===== config.mk =====
export PLATFORM = sky130hd
export DESIGN_NAME = apb_stim_master
export DESIGN_NICKNAME = d
export VERILOG_FILES = /design/src/rtl/apb_stim_pkg.sv /design/src/rtl/apb_stim_fifo.sv /design/src/rtl/apb_stim_master.sv
export SDC_FILE = /design/constraint.sdc
export NUM_CORES = 1
export LEC_CHECK = 0
export ABC_AREA = 0
export BUFFER_PORTS_ARGS = -buffer_cell sky130_fd_sc_hd__buf_2
export CORE_MARGIN = 5
export CORE_UTILIZATION = 51
export DETAILED_ROUTE_END_ITERATION = 8
export PLACE_DENSITY_LB_ADDON = 0.12
export SETUP_SLACK_MARGIN = 0.3
export SYNTH_ARGS = -nofsm -noshare
export SYNTH_HDL_FRONTEND = slang
export SYNTH_SLANG_ARGS = --single-unit

===== constraint.sdc =====
create_clock -name clk -period 2.59 [get_ports clk]
set_input_delay 0.259 -clock clk [delete_from_list [all_inputs] [get_ports clk]]
set_output_delay 0.259 -clock clk [all_outputs]
set_load 0.05 [all_outputs]

===== src/rtl/apb_stim_pkg.sv =====
// apb_stim_pkg: shared types and field-width helpers for the APB stimulus master.
// FSM state encoding and the packed command-word width.
package apb_stim_pkg;

  typedef enum logic [1:0] {
    IDLE,
    SETUP,
    ACCESS
  } state_e;

  localparam int unsigned ADDR_W_DEF = 32;
  localparam int unsigned DATA_W_DEF = 32;

  // Command word layout: {write, addr, wdata}
  function automatic int unsigned cmd_w(
    input int unsigned aw,
    input int unsigned dw
  );
    return aw + dw + 1;
  endfunction

endpackage


===== src/rtl/apb_stim_fifo.sv =====
// apb_stim_fifo: synchronous command FIFO with full/empty/count status.
// DEPTH must be a power of two so the pointers wrap naturally.
module apb_stim_fifo #(
  parameter int unsigned W     = 8,
  parameter int unsigned DEPTH = 4,
  localparam int unsigned AW   = $clog2(DEPTH)
) (
  input  logic          clk,
  input  logic          reset_n,
  input  logic          push_i,
  input  logic [W-1:0]  wdata_i,
  input  logic          pop_i,
  output logic [W-1:0]  rdata_o,
  output logic          full_o,
  output logic          empty_o,
  output logic [AW:0]   count_o
);

  logic [W-1:0]  mem_q [DEPTH];
  logic [AW-1:0] wr_q;
  logic [AW-1:0] rd_q;
  logic [AW:0]   cnt_q;
  logic          do_push;
  logic          do_pop;

  assign full_o  = (cnt_q == (AW+1)'(DEPTH));
  assign empty_o = (cnt_q == '0);
  assign count_o = cnt_q;
  assign rdata_o = mem_q[rd_q];

  // A full FIFO refuses a push even when a pop frees a slot this cycle
  assign do_push = push_i && !full_o;
  assign do_pop  = pop_i && !empty_o;

  always_ff @(posedge clk or negedge reset_n) begin
    if (!reset_n) begin
      wr_q  <= '0;
      rd_q  <= '0;
      cnt_q <= '0;
    end else begin
      if (do_push) wr_q <= wr_q + 1'b1;
      if (do_pop)  rd_q <= rd_q + 1'b1;
      unique case ({do_push, do_pop})
        2'b10:   cnt_q <= cnt_q + 1'b1;
        2'b01:   cnt_q <= cnt_q - 1'b1;
        default: cnt_q <= cnt_q;
      endcase
    end
  end

  always_ff @(posedge clk) begin
    if (do_push) mem_q[wr_q] <= wdata_i;
  end

endmodule


===== src/rtl/apb_stim_master.sv =====
// apb_stim_master: queued-command APB3 master with one response per transfer.
// Define APB_TIMEOUT_EN to abort transfers stalled for TIMEOUT ACCESS cycles.
module apb_stim_master
  import apb_stim_pkg::*;
#(
  parameter int unsigned ADDR_W  = ADDR_W_DEF,
  parameter int unsigned DATA_W  = DATA_W_DEF,
  parameter int unsigned DEPTH   = 4,
  parameter int unsigned TIMEOUT = 16
) (
  input  logic                    clk,
  input  logic                    reset_n,
  input  logic                    cmd_valid,
  output logic                    cmd_ready,
  input  logic                    cmd_write,
  input  logic [ADDR_W-1:0]       cmd_addr,
  input  logic [DATA_W-1:0]       cmd_wdata,
  output logic                    psel,
  output logic                    penable,
  output logic                    pwrite,
  output logic [ADDR_W-1:0]       paddr,
  output logic [DATA_W-1:0]       pwdata,
  input  logic [DATA_W-1:0]       prdata,
  input  logic                    pready,
  input  logic                    pslverr,
  output logic                    rsp_valid,
  output logic [DATA_W-1:0]       rsp_rdata,
  output logic                    rsp_err,
  output logic                    rsp_timeout,
  output logic                    busy,
  output logic [$clog2(DEPTH):0]  cmd_count
);

  localparam int unsigned CW = cmd_w(ADDR_W, DATA_W);

  state_e            state_q, state_d;
  logic              psel_q, psel_d;
  logic              penable_q, penable_d;
  logic              pwrite_q, pwrite_d;
  logic [ADDR_W-1:0] paddr_q, paddr_d;
  logic [DATA_W-1:0] pwdata_q, pwdata_d;
  logic              rsp_valid_q, rsp_valid_d;
  logic [DATA_W-1:0] rsp_rdata_q, rsp_rdata_d;
  logic              rsp_err_q, rsp_err_d;
  logic              rsp_to_q, rsp_to_d;

  logic              full;
  logic              empty;
  logic              pop;
  logic              load;
  logic              to_hit;
  logic [CW-1:0]     fifo_rdata;

  apb_stim_fifo #(
    .W     (CW),
    .DEPTH (DEPTH)
  ) u_fifo (
    .clk     (clk),
    .reset_n (reset_n),
    .push_i  (cmd_valid),
    .wdata_i ({cmd_write, cmd_addr, cmd_wdata}),
    .pop_i   (pop),
    .rdata_o (fifo_rdata),
    .full_o  (full),
    .empty_o (empty),
    .count_o (cmd_count)
  );

`ifdef APB_TIMEOUT_EN
  localparam int unsigned TW = $clog2(TIMEOUT + 1);
  logic [TW-1:0] tcnt_q;

  always_ff @(posedge clk or negedge reset_n) begin
    if (!reset_n) begin
      tcnt_q <= '0;
    end else if (state_q == SETUP) begin
      tcnt_q <= '0;
    end else if (state_q == ACCESS && !pready) begin
      tcnt_q <= tcnt_q + 1'b1;
    end
  end

  // Fires on the TIMEOUT-th stalled ACCESS cycle
  assign to_hit = (state_q == ACCESS) && !pready &&
                  (tcnt_q == TW'(TIMEOUT - 1));
`else
  assign to_hit = 1'b0;
`endif

  always_comb begin
    state_d     = state_q;
    psel_d      = psel_q;
    penable_d   = penable_q;
    pwrite_d    = pwrite_q;
    paddr_d     = paddr_q;
    pwdata_d    = pwdata_q;
    rsp_valid_d = 1'b0;
    rsp_rdata_d = rsp_rdata_q;
    rsp_err_d   = rsp_err_q;
    rsp_to_d    = rsp_to_q;
    pop         = 1'b0;
    load        = 1'b0;
    unique case (state_q)
      IDLE: load = !empty;
      SETUP: begin
        penable_d = 1'b1;
        state_d   = ACCESS;
      end
      ACCESS: begin
        if (pready || to_hit) begin
          rsp_valid_d = 1'b1;
          rsp_rdata_d = (pwrite_q || to_hit) ? '0 : prdata;
          rsp_err_d   = pslverr || to_hit;
          rsp_to_d    = to_hit;
          load        = !empty;
          if (empty) begin
            state_d   = IDLE;
            psel_d    = 1'b0;
            penable_d = 1'b0;
          end
        end
      end
      default: state_d = IDLE;
    endcase
    // Back-to-back issue keeps psel high and restarts at SETUP
    if (load) begin
      pop       = 1'b1;
      state_d   = SETUP;
      psel_d    = 1'b1;
      penable_d = 1'b0;
      {pwrite_d, paddr_d, pwdata_d} = fifo_rdata;
    end
  end

  always_ff @(posedge clk or negedge reset_n) begin
    if (!reset_n) begin
      state_q     <= IDLE;
      psel_q      <= 1'b0;
      penable_q   <= 1'b0;
      pwrite_q    <= 1'b0;
      paddr_q     <= '0;
      pwdata_q    <= '0;
      rsp_valid_q <= 1'b0;
      rsp_rdata_q <= '0;
      rsp_err_q   <= 1'b0;
      rsp_to_q    <= 1'b0;
    end else begin
      state_q     <= state_d;
      psel_q      <= psel_d;
      penable_q   <= penable_d;
      pwrite_q    <= pwrite_d;
      paddr_q     <= paddr_d;
      pwdata_q    <= pwdata_d;
      rsp_valid_q <= rsp_valid_d;
      rsp_rdata_q <= rsp_rdata_d;
      rsp_err_q   <= rsp_err_d;
      rsp_to_q    <= rsp_to_d;
    end
  end

  assign cmd_ready   = !full;
  assign psel        = psel_q;
  assign penable     = penable_q;
  assign pwrite      = pwrite_q;
  assign paddr       = paddr_q;
  assign pwdata      = pwdata_q;
  assign rsp_valid   = rsp_valid_q;
  assign rsp_rdata   = rsp_rdata_q;
  assign rsp_err     = rsp_err_q;
  assign rsp_timeout = rsp_to_q;
  assign busy        = (state_q != IDLE) || !empty;

endmodule

# After elaboration in Yosys (flattened, before gate mapping)
# Memories as Yosys holds them, arrays and structs flattened. A register that Yosys moved wholly into a read port is not among the register bits.
# Index checks and enable logic that the tools add are counted.
[word_totals] n_memories=1 register_bits=45 ram_bits=260 input_bits=102 output_inout_bits=107 wordCells=59
[mem_list] name="u_fifo.mem_q" words=4 width=65 rd=1 rd_clocked_by_memory_dff=1 write_ports=1 line="apb_stim_fifo.sv:19" source="logic [W-1:0] mem_q [DEPTH];"
[op_classes] reduce_logical=18 n_addsub=4 mux=19 eq_ne=8
[ops] cell="$mux W32" count=1
[ops] cell="$mux W1" count=11
[ops] cell="$reduce_bool A2 Y1" count=5
[ops] cell="$reduce_and A3 Y1" count=3
[ops] cell="$mux W2" count=3
[ops] cell="$pmux W2 S3" count=1
[ops] cell="$pmux W3 S2" count=1
[ops] cell="$add A2 B1 Y2 const B" count=2
[ops] cell="$eq A2 B1 Y1 const B" count=2
[ops] cell="$eq A2 B2 Y1 const B" count=2
[ops] cell="$pmux W1 S2" count=2
[ops] cell="$add A3 B1 Y3 const B" count=1
[ops] cell="$eq A3 B3 Y1 const B" count=1
[ops] cell="$logic_not A1 Y1" count=3
[ops] cell="$logic_not A3 Y1" count=1
[ops] cell="$ne A3 B2 Y1 const B" count=1
[ops] cell="$ne A3 B3 Y1 const B" count=1
[ops] cell="$reduce_bool A3 Y1" count=1
[ops] cell="$sub A3 B1 Y3 const B" count=1
[ops] cell="$logic_and A1 B1 Y1" count=2
[ops] cell="$logic_not A2 Y1" count=1
[ops] cell="$ne A2 B2 Y1 const B" count=1
[ops] cell="$reduce_and A2 Y1" count=1
[ops] cell="$logic_or A1 B1 Y1" count=1

# Logic depth before layout (Yosys ltp)
# Gate-level depths: netlist of run 1.
[depth] ltp_word=8 mapped_depth=10 depth_no_buf=9

# Cells and area by module
# From an unflattened synthesis of run 1, not the netlist that was laid out.
[unflattened] hier_cells=676 area_unflattened_um2=13965.9
[by_module_without_submodules] mod="apb_stim_fifo" area_per_inst_um2=9831.9 cells_per_inst=377 instances=1
[by_module_without_submodules] mod="apb_stim_master" area_per_inst_um2=4134.0 cells_per_inst=299 instances=1

# Worst setup path before layout of run 1
# Ideal clock, no wire load.
[synth_path] kind="flip-flop to flip-flop" start="register u_fifo.cnt_q[0] (netlist: u_fifo.count_o[0])" end="memory u_fifo.mem_q[0][0] in the netlist's numbering (enable)" setup_ns=0.430 stages_incl_launch_ff=3 setup_slack_ns=-0.739 arrival_time_ns=2.899 path_cell_list="dfrtp_1 -> or3b_1 -> and3_1"
[synth_via] elab_chain_len=5
[synth_rtl] item="from (decl)" line="apb_stim_fifo.sv:22" source="logic [AW:0] cnt_q;"
[synth_rtl] item="from (signal assigned)" line="apb_stim_fifo.sv:44" source="2'b10: cnt_q <= cnt_q + 1'b1;"
[synth_rtl] item="from (signal assigned)" line="apb_stim_fifo.sv:45" source="2'b01: cnt_q <= cnt_q - 1'b1;"
[synth_rtl] item="from (signal assigned)" line="apb_stim_fifo.sv:46" source="default: cnt_q <= cnt_q;"
[synth_rtl] item="$eq A3 B3 Y1" line="apb_stim_fifo.sv:26" source="assign full_o = (cnt_q == (AW+1)'(DEPTH));"
[synth_rtl] item="$logic_not A1 Y1"
[synth_rtl] item="named net cmd_ready" line="apb_stim_master.sv:14" source="output logic cmd_ready,"
[synth_rtl] item="$logic_and A1 B1 Y1" line="apb_stim_fifo.sv:32" source="assign do_push = push_i && !full_o;"
[synth_rtl] item="$mux W1" line="apb_stim_fifo.sv:52" source="if (do_push) mem_q[wr_q] <= wdata_i;"
[synth_rtl] item="$mux W1 (not written as such)" line="apb_stim_fifo.sv:52"
[synth_rtl] item="to (decl)" line="apb_stim_fifo.sv:19"
# The timed path passes the listed nets, and every way through them passes these cells.

# Final worst setup path of run 1
[layout_path] start="register u_fifo.cnt_q[1] (netlist: u_fifo.count_o[1])" end="register u_fifo.cnt_q[2] (netlist: u_fifo.count_o[2])"
[layout_via] elab_chain_len=8 word_cells_on_any_way=15 cone_classes="add/sub (2); eq/ne (3); mux (4); reduce/logical (6)"
[layout_rtl] item="$logic_not A3 Y1" line="apb_stim_fifo.sv:27" source="assign empty_o = (cnt_q == '0);"
[layout_rtl] item="$logic_not A1 Y1" line="apb_stim_fifo.sv:33, apb_stim_master.sv:104, apb_stim_master.sv:115"
[layout_rtl] item="$mux W1" line="apb_stim_master.sv:110" source="if (pready || to_hit) begin"
[layout_rtl] item="$pmux W1 S2" line="apb_stim_master.sv:103" source="unique case (state_q)"
[layout_rtl] item="$mux W1" line="apb_stim_master.sv:126" source="if (load) begin"
[layout_rtl] item="$logic_and A1 B1 Y1" line="apb_stim_fifo.sv:33" source="assign do_pop = pop_i && !empty_o;"
[layout_rtl] item="$eq A2 B1 Y1 / $eq A2 B2 Y1 (equally long branches)" line="apb_stim_fifo.sv:43" source="unique case ({do_push, do_pop})"
[layout_rtl] item="$pmux W3 S2 / $reduce_bool A2 Y1 (equally long branches)"
# Several ways; a longest one is shown, not always the timed one.
# A chain may end at the register's enable or synchronous reset.

==> results.json, run 1 <==
{
  "worst_slack_ns": 0.438,
  "synth_seq_cells": 370,
  "drtIter0Drc": 426,
  "ys_warn_count": 0,
  "wl_per_cell_um": 20.4,
  "synthFlopType": "edfxtp_1",
  "design.core.area_mm2": 0.0270,
  "clkLatencyLatePin_ns": 0.52,
  "area_growth_pct": 26.4,
  "cp.arrival_ns": 2.58,
  "synth_compound_area_share_pct": 1.39,
  "synth-simple-area-share_pct": 3.17,
  "h-tree-depth": 2,
  "post-route-period-util_pct": 83.1,
  "syn_area_mm2": 0.0139,
  "cap_violations": 0,
  "routed-via-count": 7306,
  "finalPower_w": 0.0229,
  "synth_top_area_share_pct": 56.1,
  "grt_start_max_net_pins": 67,
  "cts_buffers": 39,
  "drv_slew": 0,
  "port_buffers": 207,
  "grt_pass1_wl_um": 44800,
  "die_w_um": 175,
  "clock-root-buffer": "clkbuf_16",
  "fin_setup_tns_ns": 0,
  "synth_top_family_by_area": "multiplexers",
  "grt_util_all_layers_pct": 18.6,
  "tightest_slew_ns": 0.777,
  "antenna_found_initial": 1,
  "setup_viol": 0,
  "initial_utilization_pct": 51.7,
  "nNetsFinal": 1109,
  "fin_skew_ns": 0.0234,
  "drc": 0,
  "cts_repair_resize_count": 0,
  "synth-xor-area-share_pct": 0.377,
  "end_kind": "flip-flop",
  "vias_per_cell": 5.33,
  "synthAdderAreaFrac_pct": 0.593,
  "min_period_ns": 2.15,
  "clk_pin_slew_ns": 0.06,
  "synth.mux.area_fraction_pct": 16.8,
  "synth_fp_nets": 785,
  "firstDrtPassIters": 4,
  "clock_path_buffers": 3,
  "syn_area_per_cell_um2": 20.6,
  "wirelength_um": 28000,
  "start_kind": "flip-flop",
  "grt-ovfl-total": 0,
  "ir_worst_vdd_uv": 898,
  "ant_nets": 0,
  "cellPowerDensity_mw_per_mm2": 1300,
  "num_rows": 60,
  "rsz0062_at_grt": "no",
  "first_global_vias": 8137,
  "outcome": "finished, final reports clean",
  "crit_fanout": 6,
  "hpwlAfterDp_um": 16300,
  "p_leak_nw": 6.79,
  "worst-endpoint-required_ns": 3.02,
  "gp_congestion": 0.767,
  "postSynth.asyncResetShare_pct": 29.7,
  "hold_violations": 0,
  "synthTopCellsByArea": "edfxtp_1, dfrtp_1, mux4_2",
  "setup.worst_path.class": "reg -> reg",
  "timing.fmax_ghz": 0.465,
  "preCtsSetupSlack_ns": 0.451,
  "ys_types": 35,
  "cts_setup_buffers": 0,
  "syn_inst": 677,
  "die_area_mm2": 0.0307,
  "max_slew_margin_pct": 48.2,
  "chipHeight_um": 175,
  "synth_edf_count": 260,
  "ys_seq_area_share_pct": 75.8,
  "clock-sinks": 370,
  "hp-class": "in -> reg",
  "drive_gt1_share_pct": 41.2,
  "yosysTopAreaCell": "edfxtp_1",
  "cts_tree": "yes",
  "ios": 209
}
-- power breakdown --
group	switching, W	total (W)	internal, W	leakage [nW]
sequential	0.000823	0.00894	0.00812	3.71
clock	0.00214	0.00517	0.00303	0.594
combinational	0.00535	0.00880	0.00345	2.49
-- sequential cells by signal, indices dropped and copies added (netlist names), 2 cells and up --
register / cells
u_fifo.mem_q: 260
pwdata: 32
paddr: 32
u_fifo.wr_q: 2
u_fifo.rd_q: 2
rsp_rdata: 32
u_fifo.count_o: 3
state_q: 2
-- metal layers --
layer	wire (um)	vias to the layer above	track usage, %
met3	1500	50	3.96
met1	11300	3769	23.7
met5	0	-	0
met4	609	0	5.40
li1	-	3279	-
met2	14600	208	32.3
-- cells in the mapped netlist (all sizes together) (2+ instances only) --
cell	count
edfxtp	260
nand3b	2
mux4	65
xnor2	2
mux2	67
nor3	3
nand2	33
clkbuf	15
a21oi	2
buf	18
or3	2
xor2	4
and3	4
ha	5
inv	8
nand2b	33
o21ai	34
dfrtp	110
-- cells by family (layout without fill, tap and decap cells) --
kind of cell | after synthesis | after routing
other cells | 1 | 2
fa+ha+maj | 6 | 6
xor+xnor | 6 | 6
simple gates | 82 | 82
flops | 370 | 370
buf+inv | 41 | 393
compound gates | 38 | 38
mux | 133 | 133
-- metrics by stage --
step,hold slack (ns),cells,area [um^2],util (%)
final,0.0162,1371,17600,65.3
after global routing,0.0204,1371,17600,65.3
after floorplan,-0.0366,677,14000,-
after global placement,0.268,1206,15500,57.3
after CTS,0.00438,1370,17600,65.3
after detailed placement,0.264,1206,15500,57.3
-- cells in the final DEF (no fill, tap or decap), types with 5 or more instances in the layout --
| master | synthesis | final |
|---|---|---|
| buf_12 | 3 | 10 |
| buf_2 | 8 | 206 |
| buf_4 | 1 | 5 |
| clkbuf_1 | 15 | 10 |
| clkbuf_16 | 0 | 40 |
| clkbuf_8 | 0 | 7 |
| clkinv_1 | 0 | 5 |
| clkinv_2 | 0 | 5 |
| dfrtp_1 | 110 | 105 |
| dlygate4sd3_1 | 0 | 95 |
| edfxtp_1 | 260 | 260 |
| inv_1 | 8 | 6 |
| mux2_2 | 39 | 39 |
| mux2_4 | 28 | 28 |
| mux4_2 | 65 | 65 |
| nand2_1 | 33 | 33 |
| nand2b_1 | 33 | 33 |
| o21ai_0 | 34 | 34 |
-- worst paths after layout --
| check | startpoint | endpoint | slack (ns) | depth (start not counted) |
|---|---|---|---|---|
| worst max register to register | u_fifo.count_o[1] | u_fifo.count_o[2] | 0.44 | 9 |
| worst min-delay path | prdata[21] | rsp_rdata[21] | 0.02 | 3 |
| min in group asynchronous | reset_n | pwrite | 0.25 | 2 |
| worst min register to register | rsp_rdata[23] | rsp_rdata[23] | 0.48 | 2 |
| max in group asynchronous | reset_n | paddr[11] | 1.40 | 3 |
| worst max-delay path | u_fifo.count_o[1] | u_fifo.count_o[2] | 0.44 | 9 |
-- what timing repair did --
item,CTS,global route
hold buffers,95,0
setup endpoints to repair,0,0
endpoints found under the hold margin,319,0
-- area by class of cell --
type | count | area (um^2)
timing repair buffer | 316 | 2220
inverter | 8 | 30.0
multi-input combinational | 266 | 3150
clock buffer | 57 | 1130
tap | 341 | 427
antenna | 1 | 2.50
sequential | 370 | 10600
clock inverter | 12 | 68.8
fill | 1879 | 9340
-- critical path: stages, from the launching register on --
cell	delay (ns)
dfrtp_2	0.43
or3b_4	0.44
and2_4	0.17
inv_2	0.06
ha_4	0.13
inv_2	0.04
fa_2	0.35
xor2_1	0.15
nor2_1	0.13
xor2_1	0.17
(Power assumes the default switching activity.)
==> run 2, diff against run 1 <==
--- a/config.mk
+++ b/config.mk
@@ -8,7 +8,7 @@
 export ABC_AREA = 0
 export BUFFER_PORTS_ARGS = -buffer_cell sky130_fd_sc_hd__buf_2
 export CORE_MARGIN = 5
-export CORE_UTILIZATION = 51
+export CORE_UTILIZATION = 56
 export DETAILED_ROUTE_END_ITERATION = 8
 export PLACE_DENSITY_LB_ADDON = 0.12
 export SETUP_SLACK_MARGIN = 0.3
==> constraint.sdc (replaced) <==
create_clock -name clk -period 2.1 [get_ports clk]
set_input_delay 0.21 -clock clk [delete_from_list [all_inputs] [get_ports clk]]
set_output_delay 0.21 -clock clk [all_outputs]
set_load 0.05 [all_outputs]
==> run 2 against run 1 <==
The run now ends with setup timing left; register-to-register slack worse by 0.40 ns; core utilization is 9.6 points higher; critical path depth is 5 lower; final cell count is 1.2% higher; count of clock-buffer cells in the layout stayed put; power is 32% higher; die area is 8.4% lower; flip-flop and latch count stayed put; worst hold slack worse by 0.0010 ns; via count is 3.1% higher; routed wire length is 6.1% higher; critical path type is now reg -> out.
==> results.json, run 2 (synthesis results as in run 1) <==
{
  "clock_path_buffers": 3,
  "firstDrtPassIters": 4,
  "met1_length_um": 12000,
  "chipHeight_um": 168,
  "grt-ovfl-total": 0,
  "die_area_mm2": 0.0281,
  "hold_violations": 0,
  "post-route-period-util_pct": 101,
  "wl_met2_um": 15700,
  "clock-sinks": 370,
  "max_slew_margin_pct": 62.3,
  "insertedDiodeCount": 0,
  "crit_fanout": 3,
  "drv_slew": 0,
  "end_kind": "output pin",
  "setup.worst_path.class": "reg -> out",
  "ir_worst_vdd_uv": 1020,
  "num_rows": 57,
  "grt_util_all_layers_pct": 20.7,
  "h-tree-depth": 2,
  "port_buffers": 207,
  "die_w_um": 168,
  "fin_area_mm2": 0.0183,
  "ios": 209,
  "cts_buffers": 38,
  "cellPowerDensity_mw_per_mm2": 1660,
  "area_growth_pct": 31.3,
  "drive_gt1_share_pct": 42.8,
  "antenna_found_initial": 0,
  "hp-class": "in -> reg",
  "clock-root-buffer": "clkbuf_16",
  "fin_hold_ws_ns": 0.0152,
  "outcome": "finished with violations",
  "reg2regPathDepth": 9,
  "wirelength_um": 29700,
  "nNetsFinal": 1143,
  "start_kind": "flip-flop",
  "layout_commonest_cell": "edfxtp_1",
  "first_global_vias": 8252,
  "wl_per_cell_um": 21.4,
  "hold_depth": 3,
  "gp_congestion": 0.832,
  "min_period_ns": 2.12,
  "rsz0062_at_grt": "yes",
  "finalPower_w": 0.0303,
  "cp.arrival_ns": 1.91,
  "worst_slack_ns": -0.0187,
  "clk_pin_slew_ns": 0.06,
  "worst-endpoint-required_ns": 1.89,
  "hpwlAfterDp_um": 16400,
  "dpl-instance-area_mm2": 0.0155,
  "setup_viol": 1,
  "violations": "setup timing",
  "initial_utilization_pct": 57.1,
  "fin_skew_ns": 0.0191,
  "grt_start_max_net_pins": 49,
  "timing.fmax_ghz": 0.472,
  "layout_common_cells": "edfxtp_1, buf_2, dfrtp_1, dlygate4sd3_1",
  "maxUsedRoutingLayer": "met4",
  "met3_length_um": 1320,
  "ant_nets": 0,
  "tightest_slew_ns": 0.557,
  "regMostFlops": "u_fifo.mem_q",
  "largest_reg_flops": 260,
  "p_leak_nw": 7.21,
  "drtIter0Drc": 408,
  "routed-via-count": 7536,
  "grt_pass1_wl_um": 45900,
  "drc": 0,
  "cts_tree": "yes",
  "cap_violations": 0,
  "vias_per_cell": 5.43,
  "r2r_setup_slack_ns": 0.04,
  "design.core.area_mm2": 0.0244,
  "clkLatencyLatePin_ns": 0.51
}
run 2: final cells by class:
cell class	count	area, um^2
clock inverters	11	106
fillers	1438	6110
well taps	324	405
flip-flops and latches	370	10600
clock buffers	57	1090
multi-input cells	266	3310
inverters	8	32.5
repair buffers	351	2760
run 2: final timing paths:
kind | end | start
worst min register to register | rsp_rdata[26] | rsp_rdata[26]
max in group asynchronous | u_fifo.rd_q[0] | reset_n
min in group asynchronous | paddr[3] | reset_n
worst min-delay path | rsp_rdata[14] | prdata[14]
worst max register to register | u_fifo.count_o[2] | u_fifo.count_o[0]
worst max-delay path | busy | u_fifo.count_o[1]
run 2: per-layer routing:
layer  vias up  GRT usage [%]
met3        65           3.70
met1      3911           26.3
met4         0           5.68
met2       211           37.2
met5         -              0
li1       3349              -
run 2: critical path, stage by stage, from the launching register on:
cell and delay (ns):
dfrtp_2 0.41, buf_6 0.13, or3_4 0.38, or3_4 0.34, buf_8 0.16
run 2: power by group:
| group | internal [W] | switching [W] |
|---|---|---|
| registers | 0.0100 | 0.000956 |
| clock network | 0.00384 | 0.00258 |
| logic | 0.00557 | 0.00729 |
run 2: per-stage QoR:
stage | utilization (%) | worst slack, ns | TNS, ns | std cells
finish | 75.0 | -0.0187 | -0.0187 | 1387
CTS | 73.4 | -0.0511 | -0.0511 | 1374
floorplan | - | -0.178 | -40.28 | 677
detailed placement | 63.7 | 0.0852 | 0 | 1198
global placement | 63.7 | 0.104 | 0 | 1198
global route | 75.0 | -0.0710 | -0.112 | 1387
run 2: what timing repair did:
action                     CTS  global route
buffers inserted             8             7
pin swaps                    5             9
resized for setup           11            56
gates cloned                 2             6
hold buffers                98             0
setup endpoints to repair   45            71
hold endpoints to repair   317             0
